--- src/rtl/mips_pkg.sv ---
// Shared constants for the multi-cycle MIPS control path: opcodes, functs, FSM states,
// ALU operation classes/codes and datapath select encodings.
package mips_pkg;

  localparam logic [5:0] OpRType = 6'b000000;
  localparam logic [5:0] OpJ     = 6'b000010;
  localparam logic [5:0] OpBeq   = 6'b000100;
  localparam logic [5:0] OpBne   = 6'b000101;
  localparam logic [5:0] OpAddi  = 6'b001000;
  localparam logic [5:0] OpSlti  = 6'b001010;
  localparam logic [5:0] OpAndi  = 6'b001100;
  localparam logic [5:0] OpOri   = 6'b001101;
  localparam logic [5:0] OpLw    = 6'b100011;
  localparam logic [5:0] OpSw    = 6'b101011;

  localparam logic [5:0] FnAdd = 6'b100000;
  localparam logic [5:0] FnSub = 6'b100010;
  localparam logic [5:0] FnAnd = 6'b100100;
  localparam logic [5:0] FnOr  = 6'b100101;
  localparam logic [5:0] FnSlt = 6'b101010;

  typedef enum logic [3:0] {
    StFetch  = 4'd0,
    StDecode = 4'd1,
    StMemAdr = 4'd2,
    StMemRd  = 4'd3,
    StMemWb  = 4'd4,
    StMemWr  = 4'd5,
    StExec   = 4'd6,
    StAluWb  = 4'd7,
    StBranch = 4'd8,
    StJump   = 4'd9,
    StIExec  = 4'd10,
    StIWb    = 4'd11
  } state_t;

  typedef enum logic [2:0] {
    AluOpAdd,
    AluOpSub,
    AluOpAnd,
    AluOpOr,
    AluOpSlt,
    AluOpFunct
  } aluOp_t;

  localparam logic [3:0] AluCodeAnd = 4'b0000;
  localparam logic [3:0] AluCodeOr  = 4'b0001;
  localparam logic [3:0] AluCodeAdd = 4'b0010;
  localparam logic [3:0] AluCodeSub = 4'b0110;
  localparam logic [3:0] AluCodeSlt = 4'b0111;

  localparam logic [1:0] SrcBReg   = 2'b00;
  localparam logic [1:0] SrcBFour  = 2'b01;
  localparam logic [1:0] SrcBImm   = 2'b10;
  localparam logic [1:0] SrcBImmSh = 2'b11;

  localparam logic [1:0] PcSrcAlu    = 2'b00;
  localparam logic [1:0] PcSrcAluOut = 2'b01;
  localparam logic [1:0] PcSrcJump   = 2'b10;

endpackage

--- src/rtl/alu_ctr.sv ---
// ALU control decode: maps an operation class (or R-type Funct) to the ALU code,
// zero-extended to ALU_CTRL_W, and flags whether Funct is a supported R-type function.
module alu_ctr
  import mips_pkg::*;
#(
  parameter int unsigned ALU_CTRL_W = 4
) (
  input  logic [5:0]            Funct,
  input  logic [2:0]            aluOp,
  output logic [ALU_CTRL_W-1:0] ALUControl,
  output logic                  functLegal
);

  logic [3:0] functCode;
  logic [3:0] code;

  always_comb begin
    functLegal = 1'b1;
    functCode  = AluCodeAdd;
    case (Funct)
      FnAdd:   functCode = AluCodeAdd;
      FnSub:   functCode = AluCodeSub;
      FnAnd:   functCode = AluCodeAnd;
      FnOr:    functCode = AluCodeOr;
      FnSlt:   functCode = AluCodeSlt;
      default: functLegal = 1'b0;
    endcase
  end

  always_comb begin
    code = AluCodeAdd;
    case (aluOp_t'(aluOp))
      AluOpSub:   code = AluCodeSub;
      AluOpAnd:   code = AluCodeAnd;
      AluOpOr:    code = AluCodeOr;
      AluOpSlt:   code = AluCodeSlt;
      AluOpFunct: code = functCode;
      default:    code = AluCodeAdd;
    endcase
  end

  assign ALUControl = ALU_CTRL_W'(code);

endmodule

--- src/rtl/multi_cycle_ctr.sv ---
// Multi-cycle MIPS control unit: Moore FSM sequencing fetch/decode/execute/memory/write-back
// and driving datapath enables, selects and ALU control each cycle.
module multi_cycle_ctr
  import mips_pkg::*;
#(
  parameter int unsigned ALU_CTRL_W = 4,
  parameter bit          HAS_BNE    = 1'b1,
  parameter bit          HAS_IMM    = 1'b1
) (
  input  logic                  clk,
  input  logic                  reset,
  input  logic [5:0]            OpCode,
  input  logic [5:0]            Funct,
  input  logic                  Zero,
  input  logic                  MemReady,
  output logic                  PCWrite,
  output logic                  IorD,
  output logic                  MemRead,
  output logic                  MemWrite,
  output logic                  IRWrite,
  output logic                  RegWrite,
  output logic                  MemtoReg,
  output logic                  RegDst,
  output logic                  ALUSrcA,
  output logic [1:0]            ALUSrcB,
  output logic                  ExtOp,
  output logic [1:0]            PCSource,
  output logic [ALU_CTRL_W-1:0] ALUControl,
  output logic                  IllegalOp,
  output logic [3:0]            State
);

  state_t stateQ, stateD, curState;
  aluOp_t aluOp, immAluOp;
  logic   isImm, immExt, functLegal;

  always_ff @(posedge clk) begin
    if (reset) stateQ <= StFetch;
    else       stateQ <= stateD;
  end

  // During reset the outputs present the FETCH decode (enables masked below).
  assign curState = reset ? StFetch : stateQ;
  assign State    = curState;

  alu_ctr #(
    .ALU_CTRL_W (ALU_CTRL_W)
  ) u_alu_ctr (
    .Funct      (Funct),
    .aluOp      (aluOp),
    .ALUControl (ALUControl),
    .functLegal (functLegal)
  );

  always_comb begin
    isImm    = HAS_IMM;
    immAluOp = AluOpAdd;
    immExt   = 1'b1;
    case (OpCode)
      OpAddi:  immAluOp = AluOpAdd;
      OpSlti:  immAluOp = AluOpSlt;
      OpAndi:  begin immAluOp = AluOpAnd; immExt = 1'b0; end
      OpOri:   begin immAluOp = AluOpOr;  immExt = 1'b0; end
      default: isImm = 1'b0;
    endcase
  end

  always_comb begin
    stateD    = curState;
    PCWrite   = 1'b0;
    IorD      = 1'b0;
    MemRead   = 1'b0;
    MemWrite  = 1'b0;
    IRWrite   = 1'b0;
    RegWrite  = 1'b0;
    MemtoReg  = 1'b0;
    RegDst    = 1'b0;
    ALUSrcA   = 1'b0;
    ALUSrcB   = SrcBReg;
    ExtOp     = 1'b0;
    PCSource  = PcSrcAlu;
    aluOp     = AluOpAdd;
    IllegalOp = 1'b0;

    unique case (curState)
      StFetch: begin
        MemRead = 1'b1;
        ALUSrcB = SrcBFour;
        if (MemReady) begin
          IRWrite = 1'b1;
          PCWrite = 1'b1;
          stateD  = StDecode;
        end
      end
      StDecode: begin
        ALUSrcB = SrcBImmSh;
        ExtOp   = 1'b1;
        stateD  = StFetch;
        case (OpCode)
          OpLw, OpSw: stateD = StMemAdr;
          OpRType:    if (functLegal) stateD = StExec; else IllegalOp = 1'b1;
          OpBeq:      stateD = StBranch;
          OpBne:      if (HAS_BNE) stateD = StBranch; else IllegalOp = 1'b1;
          OpJ:        stateD = StJump;
          default:    if (isImm) stateD = StIExec; else IllegalOp = 1'b1;
        endcase
      end
      StMemAdr: begin
        ALUSrcA = 1'b1;
        ALUSrcB = SrcBImm;
        ExtOp   = 1'b1;
        stateD  = (OpCode == OpLw) ? StMemRd : StMemWr;
      end
      StMemRd: begin
        IorD    = 1'b1;
        MemRead = 1'b1;
        if (MemReady) stateD = StMemWb;
      end
      StMemWb: begin
        RegWrite = 1'b1;
        MemtoReg = 1'b1;
        stateD   = StFetch;
      end
      StMemWr: begin
        IorD     = 1'b1;
        MemWrite = 1'b1;
        if (MemReady) stateD = StFetch;
      end
      StExec: begin
        ALUSrcA = 1'b1;
        aluOp   = AluOpFunct;
        stateD  = StAluWb;
      end
      StAluWb: begin
        RegWrite = 1'b1;
        RegDst   = 1'b1;
        stateD   = StFetch;
      end
      StBranch: begin
        ALUSrcA  = 1'b1;
        aluOp    = AluOpSub;
        PCSource = PcSrcAluOut;
        PCWrite  = (HAS_BNE && OpCode == OpBne) ? ~Zero : Zero;
        stateD   = StFetch;
      end
      StJump: begin
        PCSource = PcSrcJump;
        PCWrite  = 1'b1;
        stateD   = StFetch;
      end
      StIExec: begin
        ALUSrcA = 1'b1;
        ALUSrcB = SrcBImm;
        aluOp   = immAluOp;
        ExtOp   = immExt;
        stateD  = StIWb;
      end
      StIWb: begin
        RegWrite = 1'b1;
        aluOp    = immAluOp;
        ExtOp    = immExt;
        stateD   = StFetch;
      end
      default: stateD = StFetch;
    endcase

    if (reset) begin
      PCWrite   = 1'b0;
      MemRead   = 1'b0;
      MemWrite  = 1'b0;
      IRWrite   = 1'b0;
      RegWrite  = 1'b0;
      IllegalOp = 1'b0;
    end
  end

endmodule

--- config.mk ---
export PLATFORM = sky130hd
export DESIGN_NAME = multi_cycle_ctr
export DESIGN_NICKNAME = d
export VERILOG_FILES = /design/src/rtl/mips_pkg.sv /design/src/rtl/alu_ctr.sv /design/src/rtl/multi_cycle_ctr.sv
export SDC_FILE = /design/constraint.sdc
export NUM_CORES = 1
export LEC_CHECK = 0
export CAP_MARGIN = 5
export CORE_MARGIN = 2
export CORE_UTILIZATION = 35
export CTS_CLUSTER_DIAMETER = 50
export CTS_CLUSTER_SIZE = 16
export DETAILED_ROUTE_END_ITERATION = 12
export HOLD_SLACK_MARGIN = 0.15
export PLACE_DENSITY_LB_ADDON = 0.2
export SLEW_MARGIN = 20
export SYNTH_ARGS = -nofsm -noshare
export SYNTH_HDL_FRONTEND = slang
export SYNTH_SLANG_ARGS = --single-unit
--- constraint.sdc ---
create_clock -name clk -period 2.7 [get_ports clk]
set_input_delay 0.54 -clock clk [delete_from_list [all_inputs] [get_ports clk]]
set_output_delay 0.54 -clock clk [all_outputs]
set_load 0.01 [all_outputs]
# Yosys cells after proc, flatten, opt, wreduce, memory -nomap -nowiden
# Index checks and enable logic that the tools add are counted.
[classes] n_eq_ne=30 n_reduce_logical=15 muxes=40 bitwise_logic=1
[op_table] operator="$eq A6 B6 Y1 const B" count=7
[op_table] operator="$pmux W4 S7" count=1
[op_table] operator="$eq A6 B4 Y1 const B" count=4
[op_table] operator="$mux W1" count=22
[op_table] operator="$mux W4" count=5
[op_table] operator="$pmux W3 S3" count=2
[op_table] operator="$eq A4 B3 Y1 const B" count=4
[op_table] operator="$eq A4 B4 Y1 const B" count=4
[op_table] operator="$pmux W4 S4" count=1
[op_table] operator="$reduce_or A2 Y1" count=8
[op_table] operator="$pmux W3 S5" count=1
[op_table] operator="$eq A6 B3 Y1 const B" count=2
[op_table] operator="$pmux W3 S4" count=1
[op_table] operator="$reduce_or A5 Y1" count=2
[op_table] operator="$eq A4 B2 Y1 const B" count=2
[op_table] operator="$reduce_or A4 Y1" count=2
[op_table] operator="$eq A3 B2 Y1 const B" count=2
[op_table] operator="$eq A3 B3 Y1 const B" count=2
[op_table] operator="$eq A6 B2 Y1 const B" count=1
[op_table] operator="$logic_not A6 Y1" count=1
[op_table] operator="$mux W3" count=2
[op_table] operator="$pmux W2 S3" count=1
[op_table] operator="$eq A4 B1 Y1 const B" count=1
[op_table] operator="$logic_not A4 Y1" count=1
[op_table] operator="6 further kinds" count=7
[totals] in_bits=16 elab_cells=87 out_inout_bits=23 ff_bits=4

# Logic depth before layout (Yosys ltp)
# Gate-level depths: netlist of run 1.
[logic_depth] depth_word=7 mapped_depth=7

# By module
# A second synthesis of run 1 with hierarchy kept.
[hier_totals] hier_cells=134 hier_area_um2=865.8
[modules_own_cells] mod="multi_cycle_ctr" instances=1 area_per_inst_um2=723.2 cells_per_inst=113
[modules_own_cells] mod="alu_ctr" instances=1 area_per_inst_um2=142.6 cells_per_inst=21

# Worst setup path after synthesis of run 1
# OpenSTA, ideal clock, no wires.
[synth_timing] path_kind="input port to output port" startpoint="in reset" endpoint="out IllegalOp" path_buffers=1 path_stages=5 arrival_ps=1445 setup_slack_ps=715 t_required_ps=2160 path_cell_list="buf_2 > nor3_1 > nand2_1 > a211oi_1 > o31a_1"
[synth_between] elab_chain_cells=4
[synth_lines] element="start, declared" line_no="multi_cycle_ctr.sv:11" text="input logic reset,"
[synth_lines] element="$mux W4" line_no="multi_cycle_ctr.sv:43" text="assign curState = reset ? StFetch : stateQ;"
[synth_lines] element="$eq A4 B1 Y1" line_no="multi_cycle_ctr.sv:85" text="unique case (curState)"
[synth_lines] element="$mux W1" line_no="multi_cycle_ctr.sv:85"
[synth_lines] element="$mux W1 (*)" line_no="multi_cycle_ctr.sv:167" text="if (reset) begin"
[synth_lines] element="end, declared" line_no="multi_cycle_ctr.sv:29" text="output logic IllegalOp,"
# Mark *: on every way between the ends. The rest lies on a longest branch, timed or not.

# Worst setup path after layout of run 1
[layout_timing] startpoint="in Funct[1]" endpoint="out IllegalOp"
[layout_between] elab_chain_cells=7 elab_cells_between_ends=11 classes_between="5 x eq/ne; 5 x mux; 1 x reduce/logical"
[layout_lines] element="start, declared" line_no="multi_cycle_ctr.sv:13" text="input logic [5:0] Funct,"
[layout_lines] element="$eq A6 B6 Y1" line_no="alu_ctr.sv:20" text="case (Funct)"
[layout_lines] element="$reduce_or A5 Y1 (no source line) (*)"
[layout_lines] element="$mux W1 (*)" line_no="alu_ctr.sv:20"
[layout_lines] element="$mux W1 (*)" line_no="multi_cycle_ctr.sv:101" text="OpRType: if (functLegal) stateD = StExec; else IllegalOp = 1'b1;"
[layout_lines] element="$pmux W1 S2 (*)" line_no="multi_cycle_ctr.sv:99" text="case (OpCode)"
[layout_lines] element="$mux W1 (*)" line_no="multi_cycle_ctr.sv:85"
[layout_lines] element="$mux W1 (*)" line_no="multi_cycle_ctr.sv:167"
# Marked as above.

==> results of run 1 <==
timing repair:
item	in CTS	in global routing
resized for setup	18	2
hold endpoints to repair	0	0
hold buffers	0	0
pin swaps	3	0
setup buffers	3	0
endpoints found under the setup margin	13	1
cell type report:
class / count / area (um^2)
Multi-Input combinational cell: 108 / 702
Timing Repair Buffer: 74 / 639
Tap cell: 28 / 35.0
Fill cell: 206 / 714
Clock buffer: 3 / 22.5
Inverter: 5 / 18.8
Sequential cell: 4 / 80.1
power groups by stage:
stage | logic (mW) | clock network, mW | registers [mW]
after global routing | 0.131 | 0.0791 | 0.0639
after floorplan | 0.0455 | 0 | 0.0638
final | 0.121 | 0.0717 | 0.0637
after global placement | 0.120 | 0 | 0.0646
after detailed placement | 0.122 | 0 | 0.0645
after CTS | 0.120 | 0.0720 | 0.0636
per-stage QoR:
step / instances / setup TNS, ns
2_1_floorplan: 126 / 0
5_1_grt: 222 / 0
6_report: 222 / 0
3_3_place_gp: 216 / -1.40
3_5_place_dp: 216 / -1.55
4_1_cts: 222 / 0
logic make-up after synthesis:
family                    Yosys count
AOI/OAI and AO/OA                  29
xor gates and xnor gates            2
buffers and inverters              14
DFF                                 4
muxes                               2
other                               1
and+or+nand+nor                    74
synth_stat cells, types with 2 or more instances:
library cell,instances,share of area [%]
a211oi_1,4,3.7
a21oi_1,6,3.7
and3_1,4,3.0
and4_1,2,2.1
clkbuf_1,5,2.3
dfxtp_1,4,9.8
inv_1,4,1.8
mux2i_1,2,2.4
nand2_1,14,6.4
nand2b_1,7,5.3
nand3_1,4,2.4
nand3b_1,2,1.8
nand4_1,3,2.3
nor2_1,14,6.4
nor2b_1,7,5.3
nor3_1,7,4.3
nor4_1,2,1.5
o211ai_1,2,1.8
o21a_1,2,1.8
o21ai_0,2,1.2
o31a_1,2,2.1
or3_1,2,1.5
xnor2_1,2,2.1
routing by layer:
metal	routed length [um]	share of wire [%]	vias up
met5	0	0	-
met4	0	0	0
met3	167	5.5	0
met2	1430	47	44
met1	1420	47	553
li1	-	-	604
worst paths after layout:
path	end	slack, ns
max	IllegalOp	0.11
min	stateQ[3]$_SDFF_PP0_	0.68
max reg2reg	stateQ[1]$_SDFF_PP0_	0.94
min reg2reg	stateQ[3]$_SDFF_PP0_	0.68
critical path: stages:
cell	delay (ns)
clkdlybuf4s50_1	0.54
mux2i_1	0.20
nand3_1	0.12
nor2b_1	0.15
o31a_1	0.22
dlygate4sd2_1	0.28
==> metrics.txt, run 1 <==
Power Dens Cells=around 170 nW/um^2; hold path depth=3; commonest non-fill, non-tap cell in the layout=buf_4; Placed Area=approximately 1400 um^2; Post-DP HPWL=2340 um; critical setup path kind=input pin to output port; leading registers by flop count=stateQ: 4 flops; initial DRC count=30; clock transition at the registers of the reported paths=~0.030 ns; met2 usage=40.4%; n_diodes=0; height of the die=roughly 52 um; Top Usage Layer GRT=met2; crit start category=input pin; largest net degree at the start of global routing=23; register with the most flip-flops=stateQ; syn nets=142; Synth Warn #=0; final net count=approximately 210; final hold vios=0; max-slew violations=0; Layout area overhead=82.5%; starting density of the core=37.1%; Achievable Freq=between 0.3 and 0.4 GHz; routed vias=1201; drt pass-1 iters=4; vias in the first global route=about 1100; clock network fraction of total power=approximately 28%; drt total wl=~3000 um; final worst-path cycle share=95.9%; CTS sink cnt=4; total CTS buffers=3; area share of fa/ha/maj cells after synthesis=0%; Synth async-reset ratio=0%; first-pass GRT wire length=4970 um; max-cap violation count=0; Sw Share=31.0%; R2R depth=6; Clock Tree Buf Depth=2; grt met3 use=2.29%; share of cells above drive strength 1=26.3%; worst min path class=flop to flop; worst IR drop on VDD=0.129 mV; drt drc=0; fin area=around 1500 um^2; max reg flops=4; mux contribution to synthesized area=~2.4%; later-pin clock latency in the skew report=around 0.23 ns; ys flop type=dfxtp_1; Port Buffers=37; internal power=around 0.18 mW; worst hold slack=0.679 ns; Switch Pwr=0.0796 mW; Critical Path Source=Funct[1]; Remaining Overflow, GRT=0; via/cell ratio=approximately 5.4; IO Count=39; RSZ-0062 raised after global routing=no; number of synthesized register bits=4; Yosys cell types=between 40 and 50; Final Setup Violations=0; gr usage total=about a quarter; syn_area_per_cell=6.51 um^2; dpl ws=-0.258 ns; H-Tree Depth=1; status=completed; part of the power in registers=24.8%; Post-synth EDFFs=0; ANT nets after route=0; die footprint=roughly 2700 um^2; synthesized area=821 um^2; crit path max fanout=4; Worst EP arrival=approximately 2 ns; clock skew=about 0.0021 ns; Comb power frac=between 40% and 50%; largest family of logic cells by synthesized area=simple AND/OR/NAND/NOR gates; drt wl/cell=~14 um; core occupancy in the finished layout=between 60% and 70%; clock period minus worst slack=~2.6 ns; core area=~2200 um^2; initial antenna violation count=0; Seq/Total Area, Yosys=under 10%; Die W=about 52 um; Required @ worst endpoint=2.16 ns; final setup margin=0.111 ns; simple-gate area share of the yosys netlist=roughly half; Synth Area in XOR/XNOR=2.13%; met1 Track Usage GR=between 30% and 40%; hold_sp=stateQ[3]$_SDFF_PP0_; worst flop-to-flop path startpoint=stateQ[0]$_SDFF_PP0_; Synth Area in Compound Gates=a little over a quarter; most frequent cells in the layout=buf_4 (37), clkdlybuf4s50_1 (25), nand2_1 (14), nor2_1 (11), dlygate4sd2_1 (10); GP Congestion=0.925; CTS Root Cell=clkbuf_4; CTS tree=built; Syn Inst Count=~130; CP Capture Type=output port; Leakage=0.652 nW; overall power=~0.26 mW; row count=17
No activity file was read; power rests on OpenSTA's default activity.
==> run 2: changes to the inputs <==
Settings changed: TNS_END_PERCENT from default to 30.
==> run 2 against run 1 <==
  * Power is 1.3% higher
  * Maximum frequency down 1.9%
  * Die area is the same
  * Register-to-register slack barely moved
  * Hold slack improved by 0.00084 ns
  * Global-route usage is 0.12 points higher
  * Flip-flop and latch count unchanged
  * Critical path depth stayed put
  * Final cell count rose by 0.45%
  * Combinational power about the same
  * Non-clock buffer count up 1
  * Critical path type unchanged
  * Largest cell class unchanged
  * Largest power group unchanged
==> metrics.txt, run 2 (synthesis gave the netlist of run 1 again) <==
Power Dens Cells=172 nW/um^2 (+0.28%); ANT nets after route=0 (unchanged); final setup margin=0.0613 ns (-0.0497 ns); final worst-path cycle share=97.7% (+1.8 points); Sw Share=31.1% (+0.079 points); CP Capture Type=output port; Achievable Freq=0.379 GHz (-1.9%); CTS sink cnt=4 (unchanged); CTS Root Cell=clkbuf_4; worst hold slack=0.680 ns (+0.000840 ns); Worst EP arrival=2.10 ns (+0.05 ns); drt pass-1 iters=5 (+1); initial antenna violation count=0 (unchanged); drt total wl=3060 um (+1.2%); crit start category=input pin; Die W=52.4 um (unchanged); CTS Hold Bufs=0 (unchanged); drt wl/cell=13.7 um (+0.77%); Remaining Overflow, GRT=0 (unchanged); CTS tree=built; critical setup path kind=input pin to output port; clock period minus worst slack=2.64 ns (+0.0497 ns); Critical Path End=PCWrite; die footprint=2750 um^2 (unchanged); part of the power in registers=24.6% (-0.2 points); r2r setup slk=0.93 ns (about the same); Comb power frac=47.8% (+0.6 points); worst flop-to-flop path startpoint=stateQ[0]$_SDFF_PP0_; IO Count=39 (unchanged); Critical Path Source=OpCode[4]; max-cap violation count=0 (unchanged); internal power=0.179 mW (+1.2%); gr usage total=23.4% (+0.12 points); crit path max fanout=4 (unchanged); total CTS buffers=3 (unchanged); worst min path class=flop to flop; Layout area overhead=84.3%; RSZ-0062 raised after global routing=yes; clock transition at the registers of the reported paths=0.03 ns (about the same); hold path depth=3 (unchanged); vias in the first global route=1124 (-0.18%); GP Congestion=0.925 (unchanged); fin area=1510 um^2 (+1.0%); commonest non-fill, non-tap cell in the layout=buf_4; clock network fraction of total power=27.6% (-0.4 points); r2r endpoint=stateQ[1]$_SDFF_PP0_; overall power=0.260 mW (+1.3%); first-pass GRT wire length=5000 um (+0.56%); register with the most flip-flops=stateQ; status=completed; H-Tree Depth=1 (unchanged); share of cells above drive strength 1=27.2% (+0.89 points); starting density of the core=37.1% (unchanged); max-slew violations=0 (unchanged); clock skew=0.00208 ns (+0.0000186 ns); row count=17 (unchanged); n_diodes=0 (unchanged); Final Setup Violations=0 (unchanged); core occupancy in the finished layout=68.4% (+0.68 points); most frequent cells in the layout=buf_4 (38), clkdlybuf4s50_1 (26), nand2_1 (14), nor2_1 (10), dlygate4sd2_1 (8); later-pin clock latency in the skew report=0.23 ns (about the same); R2R depth=6 (unchanged); worst IR drop on VDD=0.129 mV (+0.15%); largest net degree at the start of global routing=23 (unchanged); Leakage=0.662 nW (+1.4%); routed vias=1220 (+1.6%); Required @ worst endpoint=2.16 ns (about the same); max reg flops=4 (unchanged); Clock Tree Buf Depth=2 (unchanged); Switch Pwr=0.0808 mW (+1.5%); leading registers by flop count=stateQ: 4 flops; final hold vios=0 (unchanged); via/cell ratio=5.47 (+1.1%); final net count=213 (+0.47%); initial DRC count=25 (-17%); height of the die=52.4 um (unchanged); Placed Area=1440 um^2 (unchanged); Post-DP HPWL=2340 um (unchanged); dpl ws=-0.258 ns (unchanged); drt drc=0 (unchanged); core area=2210 um^2 (unchanged); Port Buffers=37 (unchanged)
## run 2: cell types whose count changed in the layout (fill, tap and decap cells not counted)
cell             previous run  this run
buf_4                      37        38
clkdlybuf4s50_1            25        26
dlygate4sd2_1              10         8
dlymetal6s2s_1              1         2
nor2_1                     11        10
nor2_2                      3         4
## run 2: critical path, cell delays in order
cell	delay (ns)
dlygate4sd2_1	0.30
nor2_2	0.19
nand4_1	0.13
xnor2_1	0.16
a211o_1	0.30
clkdlybuf4s50_1	0.48
## run 2: power by group through the flow
stage               logic (mW)  registers (mW)  clock network (mW)
CTS                      0.121          0.0636              0.0720
global route             0.135          0.0639              0.0791
floorplan               0.0455          0.0638                   0
finish                   0.124          0.0638              0.0718
global placement         0.120          0.0646                   0
detailed placement       0.122          0.0645                   0
## run 2: layer usage
metal,up-vias,GRT usage [%],share of wire (%)
met5,-,0,0
met4,0,1.28,0
met3,0,2.29,6.6
met2,50,40.4,47
met1,565,32.6,46
li1,605,-,-
## run 2: repair_timing
action,CTS,global route
pin swaps,3,1
endpoints found under the hold margin,0,0
endpoints found under the setup margin,13,3
setup buffers,3,1
gates resized for setup,15,5
gates cloned,0,0
## run 2: cell type report
| type | instances | area [um^2] |
|---|---|---|
| Inverter | 5 | 18.8 |
| Timing Repair Buffer | 75 | 652 |
| Fill cell | 200 | 699 |
| Multi-Input combinational cell | 108 | 704 |
| Clock buffer | 3 | 22.5 |
| Sequential cell | 4 | 80.1 |
| Tap cell | 28 | 35.0 |
## run 2: worst min path at each step
stage                    startpoint              endpoint
2_1_floorplan  stateQ[0]$_SDFF_PP0_  stateQ[3]$_SDFF_PP0_
3_3_place_gp   stateQ[3]$_SDFF_PP0_  stateQ[3]$_SDFF_PP0_
3_5_place_dp   stateQ[3]$_SDFF_PP0_  stateQ[3]$_SDFF_PP0_
4_1_cts        stateQ[3]$_SDFF_PP0_  stateQ[3]$_SDFF_PP0_
5_1_grt        stateQ[3]$_SDFF_PP0_  stateQ[3]$_SDFF_PP0_
6_report       stateQ[3]$_SDFF_PP0_  stateQ[3]$_SDFF_PP0_
## run 2: through the flow
| stage | cells | TNS, ns |
|---|---|---|
| after global placement | 216 | -1.40 |
| final | 223 | 0 |
| after CTS | 222 | -0.101 |
| after floorplan | 126 | 0 |
| after global routing | 223 | -0.0160 |
| after detailed placement | 216 | -1.55 |
==> run 3: changes to the inputs <==
Settings changed: CORE_UTILIZATION 35 to 44, REMOVE_ABC_BUFFERS from default to 1, TNS_END_PERCENT 30 to 5.
==> run 3 against run 2 <==
  * Combinational power is essentially flat
  * Via count grew 5.3%
  * Maximum frequency shrank 1.3%
  * Flip-flop and latch count is the same
  * Critical endpoint is now State[1]
==> metrics.txt, run 3 (synthesis gave the netlist of run 1 again) <==
H-Tree Depth=1 (unchanged); CTS Hold Bufs=0 (unchanged); worst flop-to-flop path startpoint=stateQ[0]$_SDFF_PP0_; initial DRC count=51 (+100%); n_diodes=0 (unchanged); clock skew=0.0101 ns (+0.00797 ns); crit path max fanout=6 (+2); status=completed; Critical Path End=State[1]; final setup margin=0.0259 ns (-0.0354 ns); dpl ws=-0.273 ns (-0.0147 ns); Critical Path Source=reset; core area=1750 um^2 (-21%); Top Layer Used=met4; worst min path class=flop to flop; routed wl met2=1740 um (+20%); CP Capture Type=output port; max-cap violation count=0 (unchanged); CTS tree=built; die footprint=2230 um^2 (-19%); Layout area overhead=77.6%; largest net degree at the start of global routing=23 (unchanged); r2r setup slk=0.93 ns (about the same); critical setup path kind=input pin to output port; height of the die=47.2 um (-10%); clock period minus worst slack=2.67 ns (+0.0354 ns); Die W=47.2 um (-10%); leading registers by flop count=stateQ: 4 flops; Post-DP HPWL=2360 um (+1.2%); core occupancy in the finished layout=83.5% (+15 points); via/cell ratio=6.00 (+9.8%); row count=15 (-2); max-slew violations=0 (unchanged); first-pass GRT wire length=4570 um (-8.7%); Power Dens Cells=183 nW/um^2 (+6.6%); initial antenna violation count=0 (unchanged); Worst EP arrival=2.13 ns (+0.03 ns); IO Count=39 (unchanged); r2r endpoint=stateQ[1]$_SDFF_PP0_; gr usage total=28.3% (+4.9 points); Remaining Overflow, GRT=0 (unchanged); drt wl/cell=15.6 um (+14%); R2R depth=6 (unchanged); max reg flops=4 (unchanged); drt drc=0 (unchanged); total CTS buffers=3 (unchanged); crit start category=input pin; vias in the first global route=1123 (-0.089%); commonest non-fill, non-tap cell in the layout=buf_4; worst hold slack=0.693 ns (+0.0131 ns); final net count=207 (-2.8%); Met1 Wirelength=1220 um (-13%); starting density of the core=47.0% (+9.9 points); Final Setup Violations=0 (unchanged); drt pass-1 iters=4 (-1); clock transition at the registers of the reported paths=0.03 ns (about the same); routed vias=1285 (+5.3%); Achievable Freq=0.374 GHz (-1.3%); Required @ worst endpoint=2.16 ns (about the same); CTS sink cnt=4 (unchanged); later-pin clock latency in the skew report=0.25 ns (+0.02 ns); final worst-path cycle share=99.0% (+1.3 points); final hold vios=0 (unchanged); register with the most flip-flops=stateQ; CTS Root Cell=clkbuf_4; wire length on met3=261 um (+30%); worst IR drop on VDD=0.142 mV (+10%); drt total wl=3350 um (+9.6%); ANT nets after route=0 (unchanged); share of cells above drive strength 1=24.3% (-2.8 points); most frequent cells in the layout=buf_4 (32), clkdlybuf4s50_1 (19), nand2_1 (14), dlygate4sd2_1 (14), nor2_1 (10); Leakage=0.691 nW (+4.4%); Port Buffers=37 (unchanged); RSZ-0062 raised after global routing=yes; Clock Tree Buf Depth=2 (unchanged); GP Congestion=0.908 (-1.8%)
run 3: cell count changes in the layout (fill, tap and decap cells not counted), sizes merged:
cell | previous run | this run
clkdlybuf4s15 | 1 | 0
clkdlybuf4s50 | 26 | 19
dlymetal6s2s | 2 | 4
dlygate4sd2 | 8 | 14
buf | 38 | 32
run 3: worst min-delay path by stage:
| stage | endpoint | slack (ns) | cells after the start | start |
|---|---|---|---|---|
| floorplan | stateQ[0]$_SDFF_PP0_ | 0.61 | 1 | reset |
| global placement | stateQ[3]$_SDFF_PP0_ | 0.67 | 3 | stateQ[3]$_SDFF_PP0_ |
| detailed placement | stateQ[3]$_SDFF_PP0_ | 0.68 | 3 | stateQ[3]$_SDFF_PP0_ |
| CTS | stateQ[3]$_SDFF_PP0_ | 0.69 | 3 | stateQ[3]$_SDFF_PP0_ |
| global route | stateQ[3]$_SDFF_PP0_ | 0.73 | 3 | stateQ[3]$_SDFF_PP0_ |
| finish | stateQ[3]$_SDFF_PP0_ | 0.69 | 3 | stateQ[3]$_SDFF_PP0_ |
run 3: area by class of cell:
cell class              count  area, um^2
fillers                   112         288
multi-input cells         108         702
clock buffers               3        22.5
flip-flops and latches      4        80.1
well taps                  25        31.3
inverters                   5        18.8
repair buffers             69         603
run 3: timing repair:
action                                 4_1_cts  5_1_grt
setup buffers                                1        0
resized for setup                           16        9
setup endpoints to repair                   13        8
pin swaps                                    3        0
endpoints found under the hold margin        0        0
run 3: per-stage QoR:
step,setup TNS [ns],power (mW),area [um^2],instances
6_report,0,0.267,1460,214
5_1_grt,-0.0226,0.276,1460,214
4_1_cts,-0.103,0.262,1430,214
3_5_place_dp,-1.75,0.186,1420,210
3_3_place_gp,-1.04,0.182,1420,210
2_1_floorplan,0,0.104,781,117
run 3: power breakdown:
part,leakage [nW],total (mW),internal [mW],switching [mW]
logic,0.645,0.126,0.0663,0.0593
registers,0.0325,0.0635,0.0608,0.00265
clock network,0.0138,0.0779,0.0499,0.0280
total,0.691,0.267,0.177,0.0899
run 3: per-layer routing:
layer	global-route usage, %	vias up
met3	1.54	17
met1	33.0	598
met4	12.8	0
met5	0	-
met2	52.3	79
li1	-	591
run 3: critical path: stages:
cell and delay, ns:
clkdlybuf4s50_1 0.45, buf_4 0.16, inv_1 0.08, nand2_1 0.11, inv_2 0.15, buf_4 0.12
clkdlybuf4s50_1 0.52
